File: src/rtl/jogo_sequencia_param.sv
// Purpose: parametrised sequence-memory game core; draws notes, shows the growing sequence, checks the player's presses.
// Latency: jogar edge to PREPARA 1 cycle, PREPARA to first shown note 2 cycles; outputs are registered or decoded from registered state.
// Backpressure: none; buttons are level inputs, presses outside ESPERA/SOLTA and jogar edges outside INICIAL/FIM states are ignored.
module jogo_sequencia_param #(
    parameter int N_NOTAS        = 7,
    parameter int MAX_RODADAS    = 16,
    parameter int NOTA_CICLOS    = 500,
    parameter int PAUSA_CICLOS   = 250,
    parameter int TIMEOUT_CICLOS = 5000,
    localparam int NW = $clog2(N_NOTAS + 1),
    localparam int PW = $clog2(MAX_RODADAS + 1)
) (
    input  logic               clock,
    input  logic               reset,
    input  logic               jogar,
    input  logic               treinamento,
    input  logic [N_NOTAS-1:0] botoes,
    output logic [N_NOTAS-1:0] leds,
    output logic [NW-1:0]      nota,
    output logic [PW-1:0]      pontos,
    output logic               acertou,
    output logic               errou,
    output logic               pronto,
    output logic [4:0]         db_estado
);
    localparam int AW     = (MAX_RODADAS > 1) ? $clog2(MAX_RODADAS) : 1;
    localparam int MAX_T1 = (NOTA_CICLOS > PAUSA_CICLOS) ? NOTA_CICLOS : PAUSA_CICLOS;
    localparam int MAX_T  = (MAX_T1 > TIMEOUT_CICLOS) ? MAX_T1 : TIMEOUT_CICLOS;
    localparam int TW     = (MAX_T > 1) ? $clog2(MAX_T) : 1;

    typedef enum logic [4:0] {
        INICIAL    = 5'd0,
        PREPARA    = 5'd1,
        SORTEIA    = 5'd2,
        MOSTRA     = 5'd3,
        INTERVALO  = 5'd4,
        ESPERA     = 5'd5,
        COMPARA    = 5'd6,
        SOLTA      = 5'd7,
        PROXIMA    = 5'd8,
        ERRO       = 5'd9,
        FIM_ACERTO = 5'd10,
        FIM_ERRO   = 5'd11
    } estado_t;

    estado_t            estado;
    estado_t            estado_prox;
    logic               jogar_d;
    logic               pulso;
    logic [NW-1:0]      cnt;
    logic [NW-1:0]      mem [MAX_RODADAS];
    logic [PW-1:0]      comprimento;
    logic [PW-1:0]      idx;
    logic [TW-1:0]      timer;
    logic [N_NOTAS-1:0] jogada;
    logic               modo;
    logic [NW-1:0]      nota_mem;
    logic               ultimo;
    logic               correto;

    // Note index (1..N_NOTAS) to one-hot LED pattern; 0 gives all-off.
    function automatic logic [N_NOTAS-1:0] dec(input logic [NW-1:0] n);
        logic [N_NOTAS-1:0] d;
        d = '0;
        for (int i = 0; i < N_NOTAS; i++) d[i] = (n == NW'(i + 1));
        return d;
    endfunction

    // One-hot press back to its note index.
    function automatic logic [NW-1:0] enc(input logic [N_NOTAS-1:0] b);
        logic [NW-1:0] e;
        e = '0;
        for (int i = 0; i < N_NOTAS; i++) if (b[i]) e = NW'(i + 1);
        return e;
    endfunction

    assign pulso     = jogar & ~jogar_d;
    assign nota_mem  = mem[idx[AW-1:0]];
    assign ultimo    = (idx == comprimento - PW'(1));
    // The stored note decodes to exactly one bit, so equality also rules out multi-press.
    assign correto   = (jogada != '0) && (jogada == dec(nota_mem));
    assign db_estado = estado;

    // State register.
    always_ff @(posedge clock) begin
        if (reset) estado <= INICIAL;
        else       estado <= estado_prox;
    end

    // Next-state logic and decoded LED/note outputs.
    always_comb begin
        estado_prox = estado;
        leds        = '0;
        nota        = '0;
        case (estado)
            INICIAL:    if (pulso) estado_prox = PREPARA;
            PREPARA:    estado_prox = SORTEIA;
            SORTEIA:    estado_prox = MOSTRA;
            MOSTRA: begin
                leds = dec(nota_mem);
                nota = nota_mem;
                if (timer == TW'(NOTA_CICLOS - 1)) estado_prox = INTERVALO;
            end
            INTERVALO:  if (timer == TW'(PAUSA_CICLOS - 1)) estado_prox = ultimo ? ESPERA : MOSTRA;
            ESPERA: begin
                if (botoes != '0)                           estado_prox = COMPARA;
                else if (timer == TW'(TIMEOUT_CICLOS - 1))  estado_prox = ERRO;
            end
            COMPARA:    estado_prox = correto ? SOLTA : ERRO;
            SOLTA: begin
                leds = jogada;
                nota = enc(jogada);
                if (botoes == '0) estado_prox = ultimo ? PROXIMA : ESPERA;
            end
            PROXIMA:    estado_prox = (comprimento == PW'(MAX_RODADAS)) ? FIM_ACERTO : SORTEIA;
            ERRO:       estado_prox = modo ? MOSTRA : FIM_ERRO;
            FIM_ACERTO: if (pulso) estado_prox = PREPARA;
            FIM_ERRO:   if (pulso) estado_prox = PREPARA;
            default:    estado_prox = INICIAL;
        endcase
    end

    // Sequence memory: a new note is drawn from the free-running counter.
    always_ff @(posedge clock) begin
        if (estado == SORTEIA) mem[comprimento[AW-1:0]] <= cnt + NW'(1);
    end

    // Datapath: edge detector, note generator, pointers, timer, score and flags.
    always_ff @(posedge clock) begin
        if (reset) begin
            jogar_d     <= 1'b0;
            cnt         <= '0;
            timer       <= '0;
            comprimento <= '0;
            idx         <= '0;
            jogada      <= '0;
            modo        <= 1'b0;
            pontos      <= '0;
            acertou     <= 1'b0;
            errou       <= 1'b0;
            pronto      <= 1'b0;
        end else begin
            jogar_d <= jogar;
            cnt     <= (cnt == NW'(N_NOTAS - 1)) ? '0 : cnt + NW'(1);
            timer   <= (estado_prox != estado) ? '0 : timer + TW'(1);

            case (estado)
                PREPARA: begin
                    comprimento <= '0;
                    idx         <= '0;
                    pontos      <= '0;
                    modo        <= treinamento;
                end
                SORTEIA: begin
                    comprimento <= comprimento + PW'(1);
                    idx         <= '0;
                end
                INTERVALO: if (timer == TW'(PAUSA_CICLOS - 1)) idx <= ultimo ? '0 : idx + PW'(1);
                ESPERA:    if (botoes != '0) jogada <= botoes;
                SOLTA:     if (botoes == '0 && !ultimo) idx <= idx + PW'(1);
                PROXIMA:   if (pontos < PW'(MAX_RODADAS)) pontos <= pontos + PW'(1);
                ERRO:      if (modo) idx <= '0;
                default:   ;
            endcase

            // Flags clear on the way into PREPARA; the training error flag lives only during ERRO.
            if (estado_prox == PREPARA) begin
                acertou <= 1'b0;
                errou   <= 1'b0;
                pronto  <= 1'b0;
            end else if (estado_prox == FIM_ACERTO) begin
                acertou <= 1'b1;
                pronto  <= 1'b1;
            end else if (estado_prox == FIM_ERRO) begin
                errou  <= 1'b1;
                pronto <= 1'b1;
            end else if (estado_prox == ERRO && modo) begin
                errou <= 1'b1;
            end else if (estado == ERRO) begin
                errou <= 1'b0;
            end
        end
    end
endmodule

File: config.mk
export PLATFORM = sky130hd
export DESIGN_NAME = jogo_sequencia_param
export DESIGN_NICKNAME = d
export VERILOG_FILES = /design/src/rtl/jogo_sequencia_param.sv
export SDC_FILE = /design/constraint.sdc
export NUM_CORES = 1
export LEC_CHECK = 0
export ABC_CLOCK_PERIOD_IN_PS = 2950
export BUFFER_PORTS_ARGS = -buffer_cell sky130_fd_sc_hd__buf_4
export CORE_MARGIN = 3
export CORE_UTILIZATION = 29
export CTS_BUF_LIST = sky130_fd_sc_hd__clkbuf_16
export CTS_CLUSTER_DIAMETER = 50
export CTS_CLUSTER_SIZE = 24
export DETAILED_ROUTE_END_ITERATION = 10
export GPL_TIMING_DRIVEN = 0
export PLACE_DENSITY = 0.53
export SLEW_MARGIN = 20
export SYNTH_ARGS = -nofsm -noshare
export SYNTH_HDL_FRONTEND = slang
export SYNTH_SLANG_ARGS = --single-unit
export TNS_END_PERCENT = 100
File: constraint.sdc
create_clock -name clock -period 2.95 [get_ports clock]
set_input_delay 0.59 -clock clock [delete_from_list [all_inputs] [get_ports clock]]
set_output_delay 0.59 -clock clock [all_outputs]
set_load 0.01 [all_outputs]
Word level (Yosys, flattened, before mapping)
Memories as Yosys holds them, arrays and structs flattened. A register that Yosys moved wholly into a read port is not among the register bits.
Cells that the tools add are included.
Word-level totals
  register bits: 48
  RAM bits: 48
  bits of input ports: 11
  output and inout bits: 23
  word-level logic and storage cells: 117
  memories: 1
Memories
  mem: words 16, width 3, rd ports 1, clocked after memory_dff 1, wr ports 1, line 51  | logic [NW-1:0] mem [MAX_RODADAS];
Cells by class
  add/subtract/negate cells: 6
  order comparisons: 1
  equal/unequal tests: 34
  mux-type cells: 38
  bitwise logic cells: 3
  reduce and logical (&&, ||, !) cells: 22
Operators by type and width (count)
  $mux 5: 11
  $pmux 5 s10: 1
  $eq 5x4->1 const B: 7
  $mux 4: 6
  $mux 3: 7
  $eq 5x3->1 const B: 4
  $pmux 5 s2: 2
  $pmux 5 s4: 1
  $add 5x1->5 const B: 3
  $eq 3x3->1 const B: 5
  $pmux 7 s2: 1
  $reduce_bool 7->1: 2
  $add 13x1->13 const B: 1
  $eq 13x13->1 const B: 1
  $eq 13x8->1 const B: 1
  $eq 13x9->1 const B: 1
  $eq 5x1->1 const B: 2
  $eq 5x2->1 const B: 2
  $mux 1: 8
  $ne 2x2->1 const B: 4
  $reduce_or 2->1: 4
  $eq 7x7->1: 1
  $logic_not 7->1: 1
  $eq 3x2->1 const B: 2
  other kinds (19): 26

Logic depth before layout (Yosys ltp)
  depth in word-level cells: 9
  gate-level depth with buffers: 12
  depth with buffers taken out: 10

Least setup slack after synthesis
No wires, ideal clock.
  path type: register to register
  start: register comprimento[0]
  end: register timer[5]
  setup time: 0.115 ns
  arrival time: 2.618 ns
  data required time: 2.835 ns
  setup slack: 0.217 ns
  stages on the path, launching flop included: 12
  cells stage by stage: dfxtp_1 inv_1 ha_1 nor2b_1 or3_1 a31o_2 or2_1 a211oi_1 a22oi_1 o2111ai_2 buf_6 nor2_2
Between the ends
  longest elaborated chain between the ends: 7
  elaborated cells between the ends (all ways): 11
RTL lines
  from (decl): line 52  | logic [PW-1:0] comprimento;
  from (signal assigned): line 155  | comprimento <= comprimento + PW'(1);
  $sub 5x1->5: line 79  | assign ultimo = (idx == comprimento - PW'(1));
  $eq 5x5->1: line 79
  $mux 4 or $mux 3 (tied branches): line 113, 104
  $mux 5, on equally long branches: line 113, 104
  $pmux 5 s10 *: line 95  | case (estado)
  $ne 5x5->1 *: line 145  | timer <= (estado_prox != estado) ? '0 : timer + TW'(1);
  $reduce_or 2->1 (no source line) *
  to (signal assigned): line 145
  to (decl): line 54  | logic [TW-1:0] timer;
Mark *: on every way between the ends. The rest lies on a longest branch, timed or not.
A chain may end at the register's enable or synchronous reset.

==> impl_metrics.json <==
{
  "status": "finished, final reports clean",
  "setup_ws_ps": 53.2,
  "routed_wl_um": 11800,
  "num_vias": 3851,
  "maxSlewHeadroom_pct": 36.1,
  "ys_ff_latch": 100,
  "initial_core_util_pct": 30.0,
  "cp_max_fo": 6,
  "reg2reg_depth": 9,
  "regToRegSetupSlack_ps": 70,
  "vias_per_cell": 5.09,
  "synth.avg_cell_area_um2": 10.4,
  "areaGrowthSynthToFinish_pct": 21.7,
  "cts_max_level": 3,
  "cts_max_path_buffers": 2,
  "ant_nets": 0,
  "tns_ps": 0,
  "power.leakage_uw": 0.00208,
  "die_h_um": 138,
  "mostFrequentLayoutCells": "nor2_1, edfxtp_1, dfxtp_1",
  "syn-num-nets": 502,
  "synthesis.instances": 481,
  "port_buffers": 32,
  "tightestPinTransition_ps": 956,
  "worstSetupPathType": "reg -> out",
  "syn_area_um2": 5020,
  "clkTransAtPathRegs_ps": 70,
  "drv_cap": 0,
  "pre_cts_ws_ps": -400,
  "rows": 47,
  "cts_root_buf": "clkbuf_16",
  "finalCritPeriodShare_pct": 98.2,
  "wl_per_cell_um": 15.7,
  "critPathCaptureType": "output pin",
  "n_fill_cell": 1647,
  "insertion_delay_ps": 350,
  "timing.rr.end": "errou$_SDFFE_PP0P_",
  "drc": 0,
  "max_freq_mhz": 345,
  "synth_edf_count": 48,
  "antenna_found_initial": 0,
  "async_flop_share_pct": 0,
  "dieArea_um2": 18900,
  "hold_slack_ps": 442,
  "drive_gt1_share_pct": 22.8,
  "yosys_warnings": 0,
  "first_pass_iters": 5,
  "ys_seq_area_share_pct": 49.4,
  "cts_made_buffers": 9,
  "whs_path_depth": 1,
  "slew_violations": 0,
  "finalWeightedCongestion": 0.882,
  "min_path_type": "reg -> reg",
  "rsz0062_at_grt": "yes",
  "synth_flop_cell": "dfxtp_1",
  "pin_count": 34,
  "hp-start": "cnt[0]$_SDFF_PP0_",
  "pwr_density_cell_nw_per_um2": 468,
  "ir_worst_vdd_mv": 0.410,
  "critPathLaunchType": "flip-flop",
  "setup-violations-final": 0,
  "period_minus_slack_ps": 2900,
  "dieWidth_um": 138,
  "num-nets-final": 552,
  "n_antenna_cell": 0,
  "hpwl_um": 8640,
  "core_area_um2": 16800,
  "crit_arrival_ps": 2310,
  "grt_pass1_vias": 3658,
  "cts_tree": "yes",
  "finClkSkew_ps": 6.29,
  "hold_violations": 0,
  "overflow": 0,
  "drt_iter0_drc": 207,
  "final_common_cell": "nor2_1",
  "grt_pass1_wl_um": 19200,
  "holdPathEnd": "cnt[0]$_SDFF_PP0_",
  "grtUsageTotal_pct": 12.9,
  "cts.sinks": 100,
  "grt_max_degree": 18,
  "yosysUniqueCellTypes": 72,
  "crit_required_ps": 2360
}
-- flip-flops by register name, indices dropped and copies added (netlist names), 3 cells and up, named ones only --
register and flops:
mem 48, idx 5, db_estado 5, cnt 3, comprimento 5, timer 13
jogada 7, pontos 5
-- synthesized netlist by cell type, types with 4 or more instances --
library cell / instances / share of area, %
dfxtp_1: 52 / 21
xnor2_1: 10 / 1.7
nand4_1: 10 / 1.2
nor3_1: 17 / 1.7
nor2_1: 60 / 4.5
xor2_1: 16 / 2.8
and3_1: 6 / 0.75
a32o_1: 4 / 0.80
clkbuf_1: 15 / 1.1
nor2_2: 10 / 1.2
nand2b_1: 9 / 1.1
or3_1: 4 / 0.50
nand2_1: 40 / 3.0
mux4_2: 8 / 3.6
inv_1: 13 / 0.97
nor2b_1: 10 / 1.2
edfxtp_1: 48 / 29
mux2i_1: 5 / 1.0
ha_1: 10 / 2.5
nand3_1: 9 / 0.90
nor4_1: 6 / 0.75
and2_1: 4 / 0.50
a21oi_1: 22 / 2.2
a31oi_1: 4 / 0.50
o21ai_0: 11 / 1.1
-- stage by stage --
| step | power [uW] | utilization (%) | instance area, um2 | cells |
|---|---|---|---|---|
| finish | 2860 | 36.5 | 6110 | 756 |
| global route | 2960 | 36.5 | 6110 | 756 |
| CTS | 2870 | 35.8 | 6000 | 753 |
| detailed placement | 1700 | 33.1 | 5540 | 733 |
| global placement | 1700 | 33.0 | 5540 | 733 |
| floorplan | 1640 | - | 5020 | 481 |
-- routing by layer --
metal	share of wire [%]	wire [um]	track usage [%]	vias up
li1	-	-	-	1867
met1	48	5680	18.1	1887
met3	4.5	529	2.81	14
met2	46	5470	20.0	83
met4	1.3	157	4.05	0
met5	0	0	0	-
-- kinds of logic (layout without fill, tap and decap cells) --
logic type | Yosys count | in the layout | synth area share [%]
adders and majority gates | 10 | 10 | 2.49
other | 1 | 1 | 0.0747
and+or+nand+nor | 208 | 208 | 21.4
buffers and inverters | 34 | 89 | 3.06
muxes | 20 | 20 | 7.15
AOI/OAI and AO/OA | 82 | 82 | 11.9
DFF | 100 | 100 | 49.4
xor gates and xnor gates | 26 | 26 | 4.53
-- area by class of cell --
type	instances	area [um2]	share of cell area, %
multi-input cells	347	2560	42.0
flip-flops and latches	100	2500	40.8
repair buffers	42	323	5.28
well taps	220	275	4.50
clock buffers	9	225	3.69
plain buffers	18	113	1.84
clock inverters	7	66.3	1.09
inverters	13	48.8	0.799
-- critical path, stage by stage (launching register included) --
cell     delay [ps]
dfxtp_4         370
buf_8           130
mux4_2          540
a22oi_4         290
o21ai_4         160
nor2_2          150
a32o_1          200
buf_4           130
-- worst max-delay path by stage --
stage / end / slack [ps] / cells after the start
after global routing: timer[8]$_SDFF_PP0_ / -70 / 10
after floorplan: timer[5]$_SDFF_PP0_ / 220 / 11
final: leds[3] / 50 / 7
after detailed placement: timer[11]$_SDFF_PP0_ / -400 / 10
after global placement: timer[12]$_SDFF_PP0_ / -360 / 10
after CTS: leds[0] / 8 / 7
-- power by group --
part | switching (uW) | leakage (uW) | internal, uW
combinational | 123 | 0.00107 | 78.7
clock | 509 | 0.000145 | 655
sequential | 13.8 | 0.000858 | 1480
total | 646 | 0.00208 | 2210
-- repair_timing --
item / in CTS / in global routing
setup buffers: 7 / 3
resized for setup: 27 / 24
endpoints found under the setup margin: 27 / 28
pin swaps: 5 / 7
hold buffers: 0 / 0
Power figures use the tool's default switching activity.
